[src/rtl/tow_pkg.sv]
// Shared types and helpers for the Tug-of-War LED bar driver.
package tow_pkg;

    typedef enum logic [1:0] {
        LAMP = 2'd0,
        PLAY = 2'd1,
        WIN  = 2'd2
    } state_t;

    typedef enum logic [1:0] {
        WIN_NONE  = 2'b00,
        WIN_LEFT  = 2'b01,
        WIN_RIGHT = 2'b10
    } winner_t;

    localparam int MAX_LEDS = 32;

    // Positions beyond the widest supported bar yield an all-zero pattern.
    function automatic logic [MAX_LEDS-1:0] onehot(input logic [7:0] p);
        logic [MAX_LEDS-1:0] r;
        r = '0;
        if (int'(p) < MAX_LEDS) begin
            r[p[4:0]] = 1'b1;
        end
        return r;
    endfunction

endpackage

[src/rtl/tow_tick_counter.sv]
// Up-counter with synchronous clear; wraps to zero after reaching a runtime terminal value.
module tow_tick_counter #(
    parameter int WIDTH = 2
) (
    input  logic             clk,
    input  logic             rst,
    input  logic             clr,
    input  logic             en,
    input  logic [WIDTH-1:0] last,
    output logic [WIDTH-1:0] cnt,
    output logic             tc
);

    assign tc = (cnt == last);

    always_ff @(posedge clk) begin
        if (rst || clr) begin
            cnt <= '0;
        end else if (en) begin
            cnt <= tc ? '0 : cnt + 1'b1;
        end
    end

endmodule

[src/rtl/led_bar_driver.sv]
// LED bar driver: lamp test after reset, one-hot rope position in play, blinking end LED after a win.
//
//   state | meaning
//   LAMP  | all LEDs lit for LAMP_CYCLES cycles after reset; inputs ignored
//   PLAY  | one-hot rope position, ready high, waiting for a win
//   WIN   | winner's end LED blinks with BLINK_DIV half-period until reset
module led_bar_driver
    import tow_pkg::*;
#(
    parameter int NUM_LEDS    = 9,
    parameter int LAMP_CYCLES = 50_000_000,
    parameter int BLINK_DIV   = 12_500_000,
    parameter int POS_W       = 4
) (
    input  logic                clk,
    input  logic                rst,
    input  logic [POS_W-1:0]    pos,
    input  logic                pos_valid,
    input  logic                win_l,
    input  logic                win_r,
    output logic [NUM_LEDS-1:0] leds,
    output logic                ready,
    output logic [1:0]          winner
);

    localparam int CNT_MAX = (LAMP_CYCLES > BLINK_DIV) ? LAMP_CYCLES : BLINK_DIV;
    localparam int CNT_W   = (CNT_MAX > 1) ? $clog2(CNT_MAX) : 1;
    localparam int CENTRE  = NUM_LEDS / 2;
    localparam logic [POS_W:0] NUM_LEDS_W = (POS_W+1)'(NUM_LEDS);

    localparam logic [NUM_LEDS-1:0] MASK_CENTRE = NUM_LEDS'(onehot(8'(CENTRE)));
    localparam logic [NUM_LEDS-1:0] MASK_LEFT   = NUM_LEDS'(onehot(8'd0));
    localparam logic [NUM_LEDS-1:0] MASK_RIGHT  = NUM_LEDS'(onehot(8'(NUM_LEDS-1)));

    state_t              state, state_d;
    logic [NUM_LEDS-1:0] leds_q, leds_d;
    logic                ready_q, ready_d;
    winner_t             winner_q, winner_d;
    logic                phase, phase_d;
    logic                armed, armed_d;
    logic [CNT_W-1:0]    cnt, cnt_last;
    logic                cnt_tc, cnt_clr, cnt_en;

    // The lamp timer starts on the first lit cycle so the bar shows exactly LAMP_CYCLES cycles of all-ones.
    assign cnt_last = (state == LAMP) ? CNT_W'(LAMP_CYCLES - 1) : CNT_W'(BLINK_DIV - 1);
    assign cnt_clr  = (state_d != state);
    assign cnt_en   = ((state == LAMP) && armed) || (state == WIN);

    tow_tick_counter #(.WIDTH(CNT_W)) u_tick (
        .clk  (clk),
        .rst  (rst),
        .clr  (cnt_clr),
        .en   (cnt_en),
        .last (cnt_last),
        .cnt  (cnt),
        .tc   (cnt_tc)
    );

    always_ff @(posedge clk) begin
        if (rst) begin
            state    <= LAMP;
            leds_q   <= '0;
            ready_q  <= 1'b0;
            winner_q <= WIN_NONE;
            phase    <= 1'b0;
            armed    <= 1'b0;
        end else begin
            state    <= state_d;
            leds_q   <= leds_d;
            ready_q  <= ready_d;
            winner_q <= winner_d;
            phase    <= phase_d;
            armed    <= armed_d;
        end
    end

    always_comb begin
        state_d = state;
        case (state)
            LAMP:    if (armed && cnt_tc) state_d = PLAY;
            PLAY:    if (win_l || win_r)  state_d = WIN;
            WIN:     state_d = WIN;
            default: state_d = LAMP;
        endcase
    end

    always_comb begin
        leds_d   = leds_q;
        ready_d  = ready_q;
        winner_d = winner_q;
        phase_d  = phase;
        armed_d  = armed;
        case (state)
            LAMP: begin
                armed_d = 1'b1;
                leds_d  = '1;
                if (state_d == PLAY) begin
                    leds_d  = MASK_CENTRE;
                    ready_d = 1'b1;
                end
            end
            PLAY: begin
                ready_d = 1'b1;
                // A win takes precedence; a simultaneous position update is dropped.
                if (win_l || win_r) begin
                    ready_d  = 1'b0;
                    phase_d  = 1'b1;
                    winner_d = win_l ? WIN_LEFT : WIN_RIGHT;
                    leds_d   = win_l ? MASK_LEFT : MASK_RIGHT;
                end else if (pos_valid && ({1'b0, pos} < NUM_LEDS_W)) begin
                    leds_d = NUM_LEDS'(onehot(8'(pos)));
                end
            end
            WIN: begin
                ready_d = 1'b0;
                if (cnt_tc) begin
                    phase_d = ~phase;
                    if (phase) leds_d = '0;
                    else       leds_d = (winner_q == WIN_LEFT) ? MASK_LEFT : MASK_RIGHT;
                end
            end
            default: begin
                leds_d  = '0;
                ready_d = 1'b0;
            end
        endcase
    end

    assign leds   = leds_q;
    assign ready  = ready_q;
    assign winner = winner_q;

endmodule

[config.mk]
export PLATFORM = sky130hd
export DESIGN_NAME = led_bar_driver
export DESIGN_NICKNAME = d
export VERILOG_FILES = /design/src/rtl/tow_pkg.sv /design/src/rtl/tow_tick_counter.sv /design/src/rtl/led_bar_driver.sv
export SDC_FILE = /design/constraint.sdc
export NUM_CORES = 1
export LEC_CHECK = 0
export CORE_AREA = 2 2 82 52
export CTS_BUF_LIST = sky130_fd_sc_hd__clkbuf_16
export DETAILED_ROUTE_END_ITERATION = 8
export DIE_AREA = 0 0 84 54
export PLACE_DENSITY = 0.78
export SKIP_CTS_REPAIR_TIMING = 1
export SLEW_MARGIN = 40
export SYNTH_ARGS = -nofsm -noshare
export SYNTH_HDL_FRONTEND = slang
export SYNTH_SLANG_ARGS = --single-unit
[constraint.sdc]
create_clock -name clk -period 3.1 [get_ports clk]
set_input_delay 0.62 -clock clk [delete_from_list [all_inputs] [get_ports clk]]
set_output_delay 0.62 -clock clk [all_outputs]
set_load 0.1 [all_outputs]
==> reports/results.ini <==
[global_route]
gr-usage-all-layers=0.220
grt.overflow.total=0
number_of_antenna_violations_at_the_first_check_in_global_routing=0
first_global_vias=1512
largest_net_degree_at_the_start_of_global_routing=26
grt_pass1_wl_um=7580

[synth]
synth_seq_area_share=0.402
synth_flop_cell=sky130_fd_sc_hd__dfxtp_1
synth.area.top_cells=sky130_fd_sc_hd__dfxtp_1, sky130_fd_sc_hd__nor2_1, sky130_fd_sc_hd__xnor2_1
synth_top_cells_by_count=sky130_fd_sc_hd__dfxtp_1, sky130_fd_sc_hd__nor2_1, sky130_fd_sc_hd__nand2_1
synthDominantCellAreaShare=0.402
number_of_cells_produced_by_synthesis=258
post_synth_num_cell_types=49
synth-adder-area-share=0.00599
yosys.area_share.xor_xnor=0.0880
synth_top_cell_by_area=sky130_fd_sc_hd__dfxtp_1
synth_top_family_by_area=simple AND/OR/NAND/NOR gates
synth_compound_gate_area_share=0.156
synth.ff_latch_count=42
synth-edff-count=0
syn_avg_cell_area_um2=8.10
dominant_cell_by_count_in_the_synthesized_netlist=sky130_fd_sc_hd__dfxtp_1
yosysWarnings=0
ys_async_sr_fraction=0
synth_nets=268
synth-simple-area-share=0.292
syn-cell-area_um2=2090
synth_mux_area_frac=0.00958

[timing]
hold_slack_ps=456
timing.final.setup_violations=0
max-slew-margin-rel=0.600
finalWorstPathRequiredPeriod_ps=2420
timing_hold_violations_final=0
actual_slew_at_the_worst_max_slew_pin_ps=594
grt_setup_unrepaired=false
fin_crit_sh=0.782
timing_max_transition_violations_final=0
fin_tns_setup_ps=0
skew_ps=4.66
top_achievable_clock_speed_mhz=412

[routing]
postRouteWirelength_um=4670
met3_wirelength_um=268
met2RoutedLength_um=1720
dr.max_layer_used=met4
antenna_left=0
dr.first_iter.drc_count=116
met1_length_um=2650
detailedRoute.firstPassIterationCount=4
remaining_drc_errors=0
post_drt_wl_per_cell_um=14.2
dr_total_vias=1825
vias_per_cell=5.55

[placement]
gpl.final_weighted_congestion=0.869
place_area_um2=2290
port_buffers=20
dp_hpwl_um=3320

[layout]
nNetsFinal=288
final_area_um2=2470
num_antenna_cells=0
drive_gt1_frac=0.111
n_fill_cell=341
synthToLayoutAreaGrowth_pct=18.4

[clock_tree]
tritoncts=done
cts_root_buf=sky130_fd_sc_hd__clkbuf_16
cts_buffer_depth=2
cts_max_level=2
clock_insertion_delay_worst_skew_ps=280
clock-sinks=42
cts_made_buffers=5
clk_pin_slew_worst_paths_ps=60

[setup_path]
worstSetupStartpoint=state[1]$_SDFF_PP0_
crit_path_required_time_ps=3250
critPathCaptureType=flip-flop
path_max_fanout=25
critical_path_depth=5
worst-setup-path-type=flip-flop to flip-flop
critical_path_buf_inv_count=0
worst_ep_arrival_time_ps=2580
cp_cell_sequence=nor2_2 > or3_4 > a2111oi_4 > a221o_2 > nor2_1
cpPeakStageDelay_ps=570
critPathTopFamily=compound AO/OA/AOI/OAI gates
crit-reg2reg-launch=state[1]$_SDFF_PP0_
number_of_cells_on_the_worst_reg_to_reg_path=5
cp_slowest_cell=sky130_fd_sc_hd__a221o_2
worst_setup_path_start_kind=flip-flop

[floorplan]
horizontal_die_dimension_um=84
initial_core_util=0.536
die_area_um2=4540
core_area_um2=3900
placementRows=18
dieHeight_um=54
number_of_i_o_pins=21

[power_and_ir_drop]
power.density_cell_area_nw_per_um2=536
sw_share=0.218
seqPwrFrac=0.421
peakVddDrop_uv=375
leakagePower_nw=0.851
internal-power_w=0.00104
p_switching_w=0.000289
power_frac_clock=0.500
comb_power_share=0.079

[outcome]
run_status=finished clean

[flow_run]
drv.max_cap_violation_count=0

[min_path]
holdCritStartpoint=leds[1]$_SDFFE_PP0P_
cell_depth_of_the_worst_min_delay_path=2
holdCritPathClass=flip-flop to flip-flop

[logic make-up (layout without fill, tap and decap cells)]
| logic type | Yosys count | in the layout |
|---|---|---|
| compound gates | 49 | 49 |
| xor+xnor | 21 | 21 |
| fa+ha+maj | 1 | 1 |
| buf+inv | 21 | 42 |
| flops | 42 | 42 |
| mux | 2 | 2 |
| simple gates | 122 | 122 |
[flip-flops by register name (all words and copies together), names as in the netlist]
| signal | count |
|---|---|
| phase | 1 |
| ready | 1 |
| state | 2 |
| winner | 2 |
| armed | 1 |
| leds | 9 |
| u_tick.cnt | 26 |
[per-stage QoR]
step           total power (W)   util  setup slack, ps  instances
2_1_floorplan         0.000645      -             1120        258
6_report               0.00133  0.635              676        329
3_5_place_dp          0.000675  0.587              656        321
5_1_grt                0.00137  0.635              465        329
3_3_place_gp          0.000675  0.587              692        321
4_1_cts                0.00134  0.635              686        329
[final cells by class]
type	count	area, um^2	area share
inverters	12	45.0	0.0182
clock buffers	5	125	0.0506
well taps	50	62.6	0.0253
clock inverters	3	63.8	0.0258
multi-input cells	195	1150	0.466
flip-flops and latches	42	841	0.340
repair buffers	22	185	0.0748
[power by group through the flow]
stage	registers (W)	logic, W	clock network (W)
3_5_place_dp	0.000571	0.000104	0
4_1_cts	0.000559	0.000105	0.000672
6_report	0.000560	0.000104	0.000664
5_1_grt	0.000560	0.000110	0.000703
2_1_floorplan	0.000616	0.0000290	0
3_3_place_gp	0.000571	0.000104	0
[worst register-to-register path, cell delays in order, from the launching register on]
cell and delay (ps):
sky130_fd_sc_hd__dfxtp_1 530, sky130_fd_sc_hd__nor2_2 160, sky130_fd_sc_hd__or3_4 410, sky130_fd_sc_hd__a2111oi_4 520
sky130_fd_sc_hd__a221o_2 570, sky130_fd_sc_hd__nor2_1 120
[per-layer routing]
metal  vias to the layer above  GRT usage
li1                        941          -
met2                        36      0.272
met3                         5     0.0521
met1                       843      0.358
met4                         0     0.0645
met5                         -          0
[cell usage in the layout (no fill, tap or decap), types with 2 or more instances in the layout]
| cell type | n |
|---|---|
| sky130_fd_sc_hd__and4_1 | 3 |
| sky130_fd_sc_hd__nor3_1 | 11 |
| sky130_fd_sc_hd__clkdlybuf4s50_1 | 8 |
| sky130_fd_sc_hd__nand4_1 | 4 |
| sky130_fd_sc_hd__bufinv_16 | 2 |
| sky130_fd_sc_hd__and3_1 | 4 |
| sky130_fd_sc_hd__mux2i_1 | 2 |
| sky130_fd_sc_hd__nor4_1 | 5 |
| sky130_fd_sc_hd__nand2_1 | 28 |
| sky130_fd_sc_hd__nor2b_1 | 4 |
| sky130_fd_sc_hd__a21oi_1 | 19 |
| sky130_fd_sc_hd__nor3b_1 | 2 |
| sky130_fd_sc_hd__or3_1 | 6 |
| sky130_fd_sc_hd__xnor2_1 | 13 |
| sky130_fd_sc_hd__inv_1 | 12 |
| sky130_fd_sc_hd__clkbuf_16 | 5 |
| sky130_fd_sc_hd__xor2_1 | 8 |
| sky130_fd_sc_hd__buf_4 | 14 |
| sky130_fd_sc_hd__o31ai_1 | 2 |
| sky130_fd_sc_hd__nand2b_1 | 3 |
| sky130_fd_sc_hd__nor2_1 | 35 |
| sky130_fd_sc_hd__dfxtp_1 | 42 |
| sky130_fd_sc_hd__o21ai_0 | 13 |
| sky130_fd_sc_hd__nand3_1 | 8 |
[final timing paths]
| kind | endpoint | slack, ps |
|---|---|---|
| setup / recovery | u_tick.cnt[5]$_SDFFE_PP0P_ | 680 |
| hold / removal | leds[1]$_SDFFE_PP0P_ | 460 |
| setup reg to reg | u_tick.cnt[5]$_SDFFE_PP0P_ | 680 |
| hold reg to reg | leds[1]$_SDFFE_PP0P_ | 460 |
Power figures use the tool's default switching activity.
